--- src/rtl/sram_pkg.sv ---
// Shared types and default geometry/timing for the SRAM macro, its array,
// sense-amp column and the read/write sequencer.
package sram_pkg;

    localparam int unsigned ROWS_DEF      = 16;
    localparam int unsigned COLS_DEF      = 16;
    localparam int unsigned ADDR_W_DEF    = 4;
    localparam int unsigned PRECH_CYC_DEF = 2;
    localparam int unsigned DEV_CYC_DEF   = 3;
    localparam int unsigned WR_CYC_DEF    = 2;

    typedef enum logic [2:0] {
        ST_IDLE    = 3'd0,
        ST_PRECH   = 3'd1,
        ST_DEVELOP = 3'd2,
        ST_SENSE   = 3'd3,
        ST_WRITE   = 3'd4,
        ST_RESP    = 3'd5
    } state_e;

    function automatic int unsigned max3(input int unsigned a, input int unsigned b,
                                         input int unsigned c);
        int unsigned m;
        m = (a > b) ? a : b;
        return (m > c) ? m : c;
    endfunction

endpackage

--- src/rtl/sram_row_decoder.sv ---
// One-hot wordline decoder; rows outside 0..ROWS-1 decode to no wordline.
module sram_row_decoder #(
    parameter int unsigned ROWS   = 16,
    parameter int unsigned ADDR_W = 4
) (
    input  logic [ADDR_W-1:0] addr_i,
    input  logic              en_i,
    output logic [ROWS-1:0]   wl_en_o
);

    always_comb begin
        wl_en_o = '0;
        for (int unsigned r = 0; r < ROWS; r++) begin
            wl_en_o[r] = en_i && (32'(addr_i) == r);
        end
    end

endmodule

--- src/rtl/sram_rw_sequencer.sv ---
// Host-facing read/write sequencer for the SRAM macro: precharge, wordline,
// bitline development, sense capture and write-driver timing.
module sram_rw_sequencer
    import sram_pkg::*;
#(
    parameter int unsigned ROWS      = ROWS_DEF,
    parameter int unsigned COLS      = COLS_DEF,
    parameter int unsigned ADDR_W    = ADDR_W_DEF,
    parameter int unsigned PRECH_CYC = PRECH_CYC_DEF,
    parameter int unsigned DEV_CYC   = DEV_CYC_DEF,
    parameter int unsigned WR_CYC    = WR_CYC_DEF
) (
    input  logic              clk,
    input  logic              rst,
    input  logic              req_valid,
    output logic              req_ready,
    input  logic              req_we,
    input  logic [ADDR_W-1:0] req_addr,
    input  logic [COLS-1:0]   req_wdata,
    output logic              rsp_valid,
    output logic [COLS-1:0]   rsp_rdata,
    output logic              prech_en,
    output logic [ROWS-1:0]   wl_en,
    output logic              wr_en,
    output logic [COLS-1:0]   wr_data,
    output logic              sa_en,
    input  logic [COLS-1:0]   preout,
    output logic              err_addr
);

    localparam int unsigned CNT_MAX = max3(PRECH_CYC, DEV_CYC, WR_CYC);
    localparam int unsigned CNT_W   = (CNT_MAX > 1) ? $clog2(CNT_MAX) : 1;

    state_e              state_q, state_d;
    logic [CNT_W-1:0]    cnt_q, cnt_d;
    logic [ADDR_W-1:0]   addr_q, addr_d;
    logic                we_q, we_d;
    logic                addr_ok_q, addr_ok_d;
    logic [COLS-1:0]     wdata_q, wdata_d;

    logic                req_ready_q, req_ready_d;
    logic                rsp_valid_q, rsp_valid_d;
    logic [COLS-1:0]     rsp_rdata_q, rsp_rdata_d;
    logic                prech_en_q, prech_en_d;
    logic [ROWS-1:0]     wl_en_q;
    logic                wr_en_q, wr_en_d;
    logic [COLS-1:0]     wr_data_q, wr_data_d;
    logic                sa_en_q, sa_en_d;
    logic                err_addr_q, err_addr_d;

    logic                wl_act_c;
    logic [ROWS-1:0]     wl_dec_c;
    logic                in_range_c;

    assign in_range_c = (32'(req_addr) < ROWS);

    // Next state plus outputs derived from the next state, so every pin is a flop.
    always_comb begin
        state_d     = state_q;
        cnt_d       = cnt_q;
        addr_d      = addr_q;
        we_d        = we_q;
        addr_ok_d   = addr_ok_q;
        wdata_d     = wdata_q;
        err_addr_d  = err_addr_q;
        rsp_rdata_d = rsp_rdata_q;

        case (state_q)
            ST_IDLE: begin
                if (req_valid && req_ready_q) begin
                    addr_d    = req_addr;
                    we_d      = req_we;
                    wdata_d   = req_wdata;
                    addr_ok_d = in_range_c;
                    if (!in_range_c) begin
                        err_addr_d = 1'b1;
                    end
                    cnt_d   = CNT_W'(PRECH_CYC - 1);
                    state_d = ST_PRECH;
                end
            end
            ST_PRECH: begin
                if (cnt_q == '0) begin
                    if (we_q) begin
                        cnt_d   = CNT_W'(WR_CYC - 1);
                        state_d = ST_WRITE;
                    end else begin
                        cnt_d   = CNT_W'(DEV_CYC - 1);
                        state_d = ST_DEVELOP;
                    end
                end else begin
                    cnt_d = cnt_q - CNT_W'(1);
                end
            end
            ST_DEVELOP: begin
                if (cnt_q == '0) begin
                    state_d = ST_SENSE;
                end else begin
                    cnt_d = cnt_q - CNT_W'(1);
                end
            end
            ST_SENSE: begin
                // Out-of-range reads never fired a wordline, so return zero.
                rsp_rdata_d = addr_ok_q ? preout : '0;
                state_d     = ST_RESP;
            end
            ST_WRITE: begin
                if (cnt_q == '0) begin
                    state_d = ST_RESP;
                end else begin
                    cnt_d = cnt_q - CNT_W'(1);
                end
            end
            ST_RESP: begin
                state_d = ST_IDLE;
            end
            default: begin
                state_d = ST_IDLE;
            end
        endcase

        req_ready_d = (state_d == ST_IDLE);
        prech_en_d  = (state_d == ST_IDLE) || (state_d == ST_PRECH) || (state_d == ST_RESP);
        wl_act_c    = (state_d == ST_DEVELOP) || (state_d == ST_SENSE) || (state_d == ST_WRITE);
        wr_en_d     = (state_d == ST_WRITE);
        wr_data_d   = (state_d == ST_WRITE) ? wdata_q : '0;
        sa_en_d     = (state_d == ST_SENSE);
        rsp_valid_d = (state_d == ST_RESP);
    end

    sram_row_decoder #(
        .ROWS   (ROWS),
        .ADDR_W (ADDR_W)
    ) u_row_decoder (
        .addr_i  (addr_q),
        .en_i    (wl_act_c),
        .wl_en_o (wl_dec_c)
    );

    always_ff @(posedge clk) begin
        if (rst) begin
            state_q     <= ST_IDLE;
            cnt_q       <= '0;
            addr_q      <= '0;
            we_q        <= 1'b0;
            addr_ok_q   <= 1'b0;
            wdata_q     <= '0;
            req_ready_q <= 1'b0;
            rsp_valid_q <= 1'b0;
            rsp_rdata_q <= '0;
            prech_en_q  <= 1'b1;
            wl_en_q     <= '0;
            wr_en_q     <= 1'b0;
            wr_data_q   <= '0;
            sa_en_q     <= 1'b0;
            err_addr_q  <= 1'b0;
        end else begin
            state_q     <= state_d;
            cnt_q       <= cnt_d;
            addr_q      <= addr_d;
            we_q        <= we_d;
            addr_ok_q   <= addr_ok_d;
            wdata_q     <= wdata_d;
            req_ready_q <= req_ready_d;
            rsp_valid_q <= rsp_valid_d;
            rsp_rdata_q <= rsp_rdata_d;
            prech_en_q  <= prech_en_d;
            wl_en_q     <= wl_dec_c;
            wr_en_q     <= wr_en_d;
            wr_data_q   <= wr_data_d;
            sa_en_q     <= sa_en_d;
            err_addr_q  <= err_addr_d;
        end
    end

    assign req_ready = req_ready_q;
    assign rsp_valid = rsp_valid_q;
    assign rsp_rdata = rsp_rdata_q;
    assign prech_en  = prech_en_q;
    assign wl_en     = wl_en_q;
    assign wr_en     = wr_en_q;
    assign wr_data   = wr_data_q;
    assign sa_en     = sa_en_q;
    assign err_addr  = err_addr_q;

endmodule

--- config.mk ---
export PLATFORM = sky130hd
export DESIGN_NAME = sram_rw_sequencer
export DESIGN_NICKNAME = d
export VERILOG_FILES = /design/src/rtl/sram_pkg.sv /design/src/rtl/sram_row_decoder.sv /design/src/rtl/sram_rw_sequencer.sv
export SDC_FILE = /design/constraint.sdc
export NUM_CORES = 1
export LEC_CHECK = 0
export ABC_CLOCK_PERIOD_IN_PS = 2200
export CAP_MARGIN = 25
export CELL_PAD_IN_SITES_DETAIL_PLACEMENT = 1
export CELL_PAD_IN_SITES_GLOBAL_PLACEMENT = 1
export CORE_ASPECT_RATIO = 0.6
export CORE_UTILIZATION = 29
export CTS_CLUSTER_SIZE = 16
export DETAILED_ROUTE_END_ITERATION = 10
export HOLD_SLACK_MARGIN = 0.05
export PLACE_DENSITY = 0.77
export SLEW_MARGIN = 25
export SYNTH_ARGS = -nofsm -noshare
export SYNTH_HDL_FRONTEND = slang
export SYNTH_SLANG_ARGS = --single-unit
export TNS_END_PERCENT = 5
--- constraint.sdc ---
create_clock -name clk -period 2.2 [get_ports clk]
set_input_delay 0.44 -clock clk [delete_from_list [all_inputs] [get_ports clk]]
set_output_delay 0.44 -clock clk [all_outputs]
set_load 0.01 [all_outputs]
## After elaboration in Yosys (flattened, before gate mapping)

Cells that the tools add are included.
W data, S select, Z words.

- Flip-flop bits (word level): 80
- Bits in latches: 0
- Bits in writable memories: 0
- Bits in read-only memories: 0
- Input port bits: 40
- Memories kept: 0

- $add $sub $neg: 1
- Multipliers: 0
- Divide/modulo/power cells: 0
- Magnitude comparators: 0
- Eq/ne operators: 26
- Shift-type cells: 0
- Multiplexer cells: 12
- Bitwise operators: 1
- Reductions and logical operators: 30

Operator list:

| cell | number |
|---|---|
| $eq A4 B4 Y1 const B | 8 |
| $logic_and A1 B1 Y1 | 17 |
| $eq A4 B3 Y1 const B | 4 |
| $mux W16 | 1 |
| $mux W3 | 5 |
| $pmux W3 S5 | 1 |
| $eq A3 B2 Y1 const B | 4 |
| $eq A3 B3 Y1 const B | 3 |
| $eq A4 B2 Y1 const B | 2 |
| $mux W2 | 4 |
| $eq A3 B1 Y1 const B | 2 |
| $logic_not A3 Y1 | 2 |
| $pmux W2 S3 | 1 |
| $eq A4 B1 Y1 const B | 1 |
| $logic_not A4 Y1 | 1 |
| $logic_or A1 B1 Y1 | 4 |
| $ne A2 B2 Y1 const B | 2 |
| $reduce_or A2 Y1 | 2 |
| $reduce_and A3 Y1 | 1 |
| $reduce_bool A3 Y1 | 1 |
| $logic_not A2 Y1 | 1 |
| $reduce_and A2 Y1 | 1 |
| $sub A2 B1 Y2 const B | 1 |
| $not A1 Y1 | 1 |

## Logic depth before layout (Yosys ltp)

- Depth in word-level cells: 7
- Mapped depth: 8

## Modules after synthesis

Synthesis repeated with hierarchy kept, for this count alone.

- Cells, all modules: 319
- Area, all modules: 2,867.8 µm²

Modules (own cells, without submodules):

| module | times used | cells an instance | area each (µm²) |
|---|---|---|---|
| sram_rw_sequencer | 1 | 296 | 2,750.1 |
| sram_row_decoder | 1 | 23 | 117.6 |

## Worst setup path after synthesis

OpenSTA, ideal clock, no wires.

- Kind: input to register
- Start point: in rst
- End point: reg wr_data_q[10] (netlist: wr_data[10])
- Library setup time: 0.059 ns
- Arrival time: 1.650 ns
- Slack: 0.491 ns
- Stages: 7
- Path buffers: 2
- Cells stage by stage: buf_2 -> or4b_4 -> o31ai_4 -> o211ai_4 -> inv_4 -> buf_6 -> and2_1

- Word-level cells in the longest chain between the ends: 1

Ends and longest elaborated chain:

| element | RTL line | RTL |
|---|---|---|
| start: declaration | sram_rw_sequencer.sv:14 | `input logic rst,` |
| $reduce_or A2 Y1 (no line) | n/a |  |
| end signal: assignment | sram_rw_sequencer.sv:170 | `wr_data_q <= wr_data_d;` |
| end: declaration | sram_rw_sequencer.sv:47 | `logic [COLS-1:0] wr_data_q, wr_data_d;` |

Every way passes these cells.
A chain may end at the register's enable or synchronous reset.

## Worst setup path after layout

- Start point: reg state_q[1]
- End point: reg wl_en_q[12] (netlist: wl_en[12])

- Word-level cells in the longest chain between the ends: 6
- Elaborated cells between the ends (all ways): 16
- Classes of those cells: eq/ne (7); mux (5); reduce/logical (4)

Ends and longest elaborated chain:

| element | RTL line | RTL |
|---|---|---|
| start: declaration | sram_rw_sequencer.sv:34 | `state_e state_q, state_d;` |
| start signal: assignment | sram_rw_sequencer.sv:158 | `state_q <= state_d;` |
| $eq A3 B3 Y1, or another cell as far along | sram_rw_sequencer.sv:68 | `case (state_q)` |
| $pmux W3 S5 * | sram_rw_sequencer.sv:68 |  |
| $eq A3 B2 Y1 | sram_rw_sequencer.sv:124 | `wl_act_c = (state_d == ST_DEVELOP) \|\| (state_d == ST_SENSE) \|\| (state_d == ST_WRITE);` |
| $logic_or A1 B1 Y1 | sram_rw_sequencer.sv:124 |  |
| $logic_or A1 B1 Y1 * | sram_rw_sequencer.sv:124 |  |
| $logic_and A1 B1 Y1 * | sram_row_decoder.sv:14 | `wl_en_o[r] = en_i && (32'(addr_i) == r);` |
| end signal: assignment | sram_rw_sequencer.sv:168 | `wl_en_q <= wl_dec_c;` |
| end: declaration | sram_rw_sequencer.sv:45 | `logic [ROWS-1:0] wl_en_q;` |

Mark *: on every way between the ends. The rest lies on a longest branch, timed or not.

==> out/metrics.yaml <==
outcome:
  status: "complete, no violations"
sta:
  min_period_over_period_pct: 82.5
  hold_violations: 0
  max_freq_ghz: 0.551
  fin_crit_ns: 1.82
  rsz0062_at_grt: "no"
  worst_slew_pin_slew_ns: 0.611
  fin_worst_skew_ns: 0.00755
  relSlewSlack_pct: 59.2
  hold-worst-slack_ns: 0.394
  fin_tns_setup_ns: 0
  setup_violations: 0
  slew_violations: 0
worst_setup_path:
  crit_required_ns: 2.41
  critical_path_peak_fanout: 17
  reg2regPathDepth: 5
  r2r_slack_ns: 0.38
  critical_path.cell_chain: "xnor2_1 > or3b_1 > o211ai_4 > buf_4 > a21oi_1"
  cp_slowest_stage_delay_ns: 0.61
  path_class: "flop to flop"
  cp_slowest_cell: "dfxtp_1"
  r2r-start: "state_q[1]$_SDFF_PP0_"
  endpoint_kind: "flop"
  worstSetupStartpointType: "flop"
  timing.rr.end: "wl_en[12]$_SDFF_PP0_"
  cp.arrival_ns: 2.02
clocking:
  cts_root_buf: "clkbuf_16"
  cts.path.max_buffers: 2
  clkLatencyLatePin_ns: 0.33
  post_cts_buffers: 0
  cts_tree: "built"
  clock_sinks: 80
  post_cts_resized: 0
  h-tree-depth: 3
  cts_made_buffers: 9
  ctsHoldBuffers: 0
  clk_pin_slew_ns: 0.06
worst_hold_path:
  worstHoldStart: "rst"
  hold_depth: 2
  holdPathEnd: "state_q[2]$_SDFF_PP0_"
  hp-class: "input port to flop"
finish:
  drive_above_1_share_pct: 8.10
  mostFrequentLayoutCells: "91 x clkdlybuf4s50_1, 80 x dfxtp_1, 71 x nand2_1"
  final_util_pct: 44.9
  layout_commonest_cell: "clkdlybuf4s50_1"
  nets: 457
  area_growth_pct: 46.4
  final_cells: 550
  insertedDiodeCount: 0
synthesis:
  synthFlopType: "dfxtp_1"
  async_flop_share_pct: 0
  syn_area_per_cell_um2: 8.89
  yosysWarnings: 0
  synth.distinct_cells: 40
  syn_inst: 324
  synth_edf_count: 0
  ys_ff_latch: 80
  ys_seq_area_share_pct: 55.6
  syn_nets: 366
  syn_area_mm2: 0.00288
routing:
  drtPass1Iterations: 4
  routedWlPerCell_um: 14.3
  final_antenna_net_count: 0
  num_vias: 2560
  wl_um: 7850
  viasPerCell: 4.65
  route.detailed.drc: 0
  drt-initial-drc-count: 72
global_routing:
  grt_pass1_wl_um: 12800
  antenna_found_initial: 0
  grt_pass1_vias: 2582
  globalRouteTotalUtil_pct: 16.1
  overflow: 0
  grt_max_degree: 45
die:
  die_h_um: 79.2
  io_pins: 94
  start_util_pct: 30.7
  dieArea_mm2: 0.0104
  core_mm2: 0.00939
  dieWidth_um: 131
  rows: 27
placement:
  io_buffers: 92
  hpwlAfterDp_um: 5700
  globalplace.congestion: 0.751
  dp.cells: 534
power_and_ir_drop:
  powerDensity_mw_per_mm2: 958
  power_uw: 4040
  ir_drop_uv: 404
  power_leakage_uw: 0.00148
job:
  drv_cap: 0
-- final cells by class --
class                   count  area [um2]
clock buffers              10         239
well taps                 130         163
repair buffers            103         998
clock inverters             6        51.3
flip-flops and latches     80        1600
fillers                  1119        5170
inverters                   4        17.5
multi-input cells         217        1150
-- layer usage --
| layer | up-vias | share of wire (%) | global-route usage, % |
|---|---|---|---|
| met2 | 72 | 45 | 26.4 |
| li1 | 1258 | - | - |
| met5 | - | 0 | 0 |
| met4 | 0 | 0.78 | 4.48 |
| met1 | 1223 | 47 | 19.4 |
| met3 | 7 | 7.5 | 6.47 |
-- cell families (layout without fill, tap and decap cells) --
group,count (synthesis),count (layout),synth area share (%)
AOI/OAI and AO/OA,70,70,14.2
xor gates and xnor gates,1,1,0.304
adders and majority gates,2,2,0.868
buffers and inverters,27,123,4.86
DFF,80,80,55.6
muxes,1,1,0.347
other,1,1,0.130
and+or+nand+nor,142,142,23.8
-- power by group --
part | internal (uW) | switching [uW]
Combinational | 398 | 493
Sequential | 1580 | 148
Clock | 808 | 616
-- sequential cells by signal (all words and copies together), names as in the netlist --
register / flops
rsp_rdata: 16
addr_ok_q: 1
wdata_q: 16
rsp_valid: 1
req_ready: 1
sa_en: 1
wl_en: 16
state_q: 3
wr_data: 16
cnt_q: 2
wr_en: 1
addr_q: 4
we_q: 1
prech_en: 1
-- critical path: cells and delay by family, from the launching register on --
family	cells	cell delay (ns)
AOI/OAI and AO/OA	2	0.23
xor gates and xnor gates	1	0.17
DFF	1	0.61
and+or+nand+nor	1	0.44
buffers and inverters	1	0.24
-- cell usage after synthesis, drive strengths merged (2+ instances only) --
| cell type | count | area, um2 |
|---|---|---|
| a21oi | 59 | 295 |
| and2 | 18 | 113 |
| buf | 13 | 85.1 |
| clkbuf | 10 | 37.5 |
| dfxtp | 80 | 1600 |
| ha | 2 | 25.0 |
| inv | 4 | 17.5 |
| nand2 | 71 | 267 |
| nand2b | 2 | 12.5 |
| nand3 | 22 | 110 |
| nand3b | 3 | 22.5 |
| nor2 | 9 | 33.8 |
| nor2b | 7 | 43.8 |
| o21a | 2 | 15.0 |
-- metrics by stage --
step	setup slack (ns)	area (um2)
after floorplan	0.491	2880
after global placement	0.259	3930
after detailed placement	0.204	3930
after CTS	0.358	4220
after global routing	0.228	4220
final	0.385	4220
-- how the worst max path moves through the flow --
stage | startpoint | end | slack (ns)
2_1_floorplan | rst | wr_data[10]$_SDFF_PP0_ | 0.49
3_3_place_gp | req_valid | addr_q[2]$_SDFFE_PP0P_ | 0.26
3_5_place_dp | req_valid | wdata_q[1]$_SDFFE_PP0P_ | 0.20
4_1_cts | state_q[1]$_SDFF_PP0_ | wl_en[12]$_SDFF_PP0_ | 0.36
5_1_grt | state_q[1]$_SDFF_PP0_ | wl_en[12]$_SDFF_PP0_ | 0.23
6_report | state_q[1]$_SDFF_PP0_ | wl_en[12]$_SDFF_PP0_ | 0.38
(Power assumes the default switching activity.)
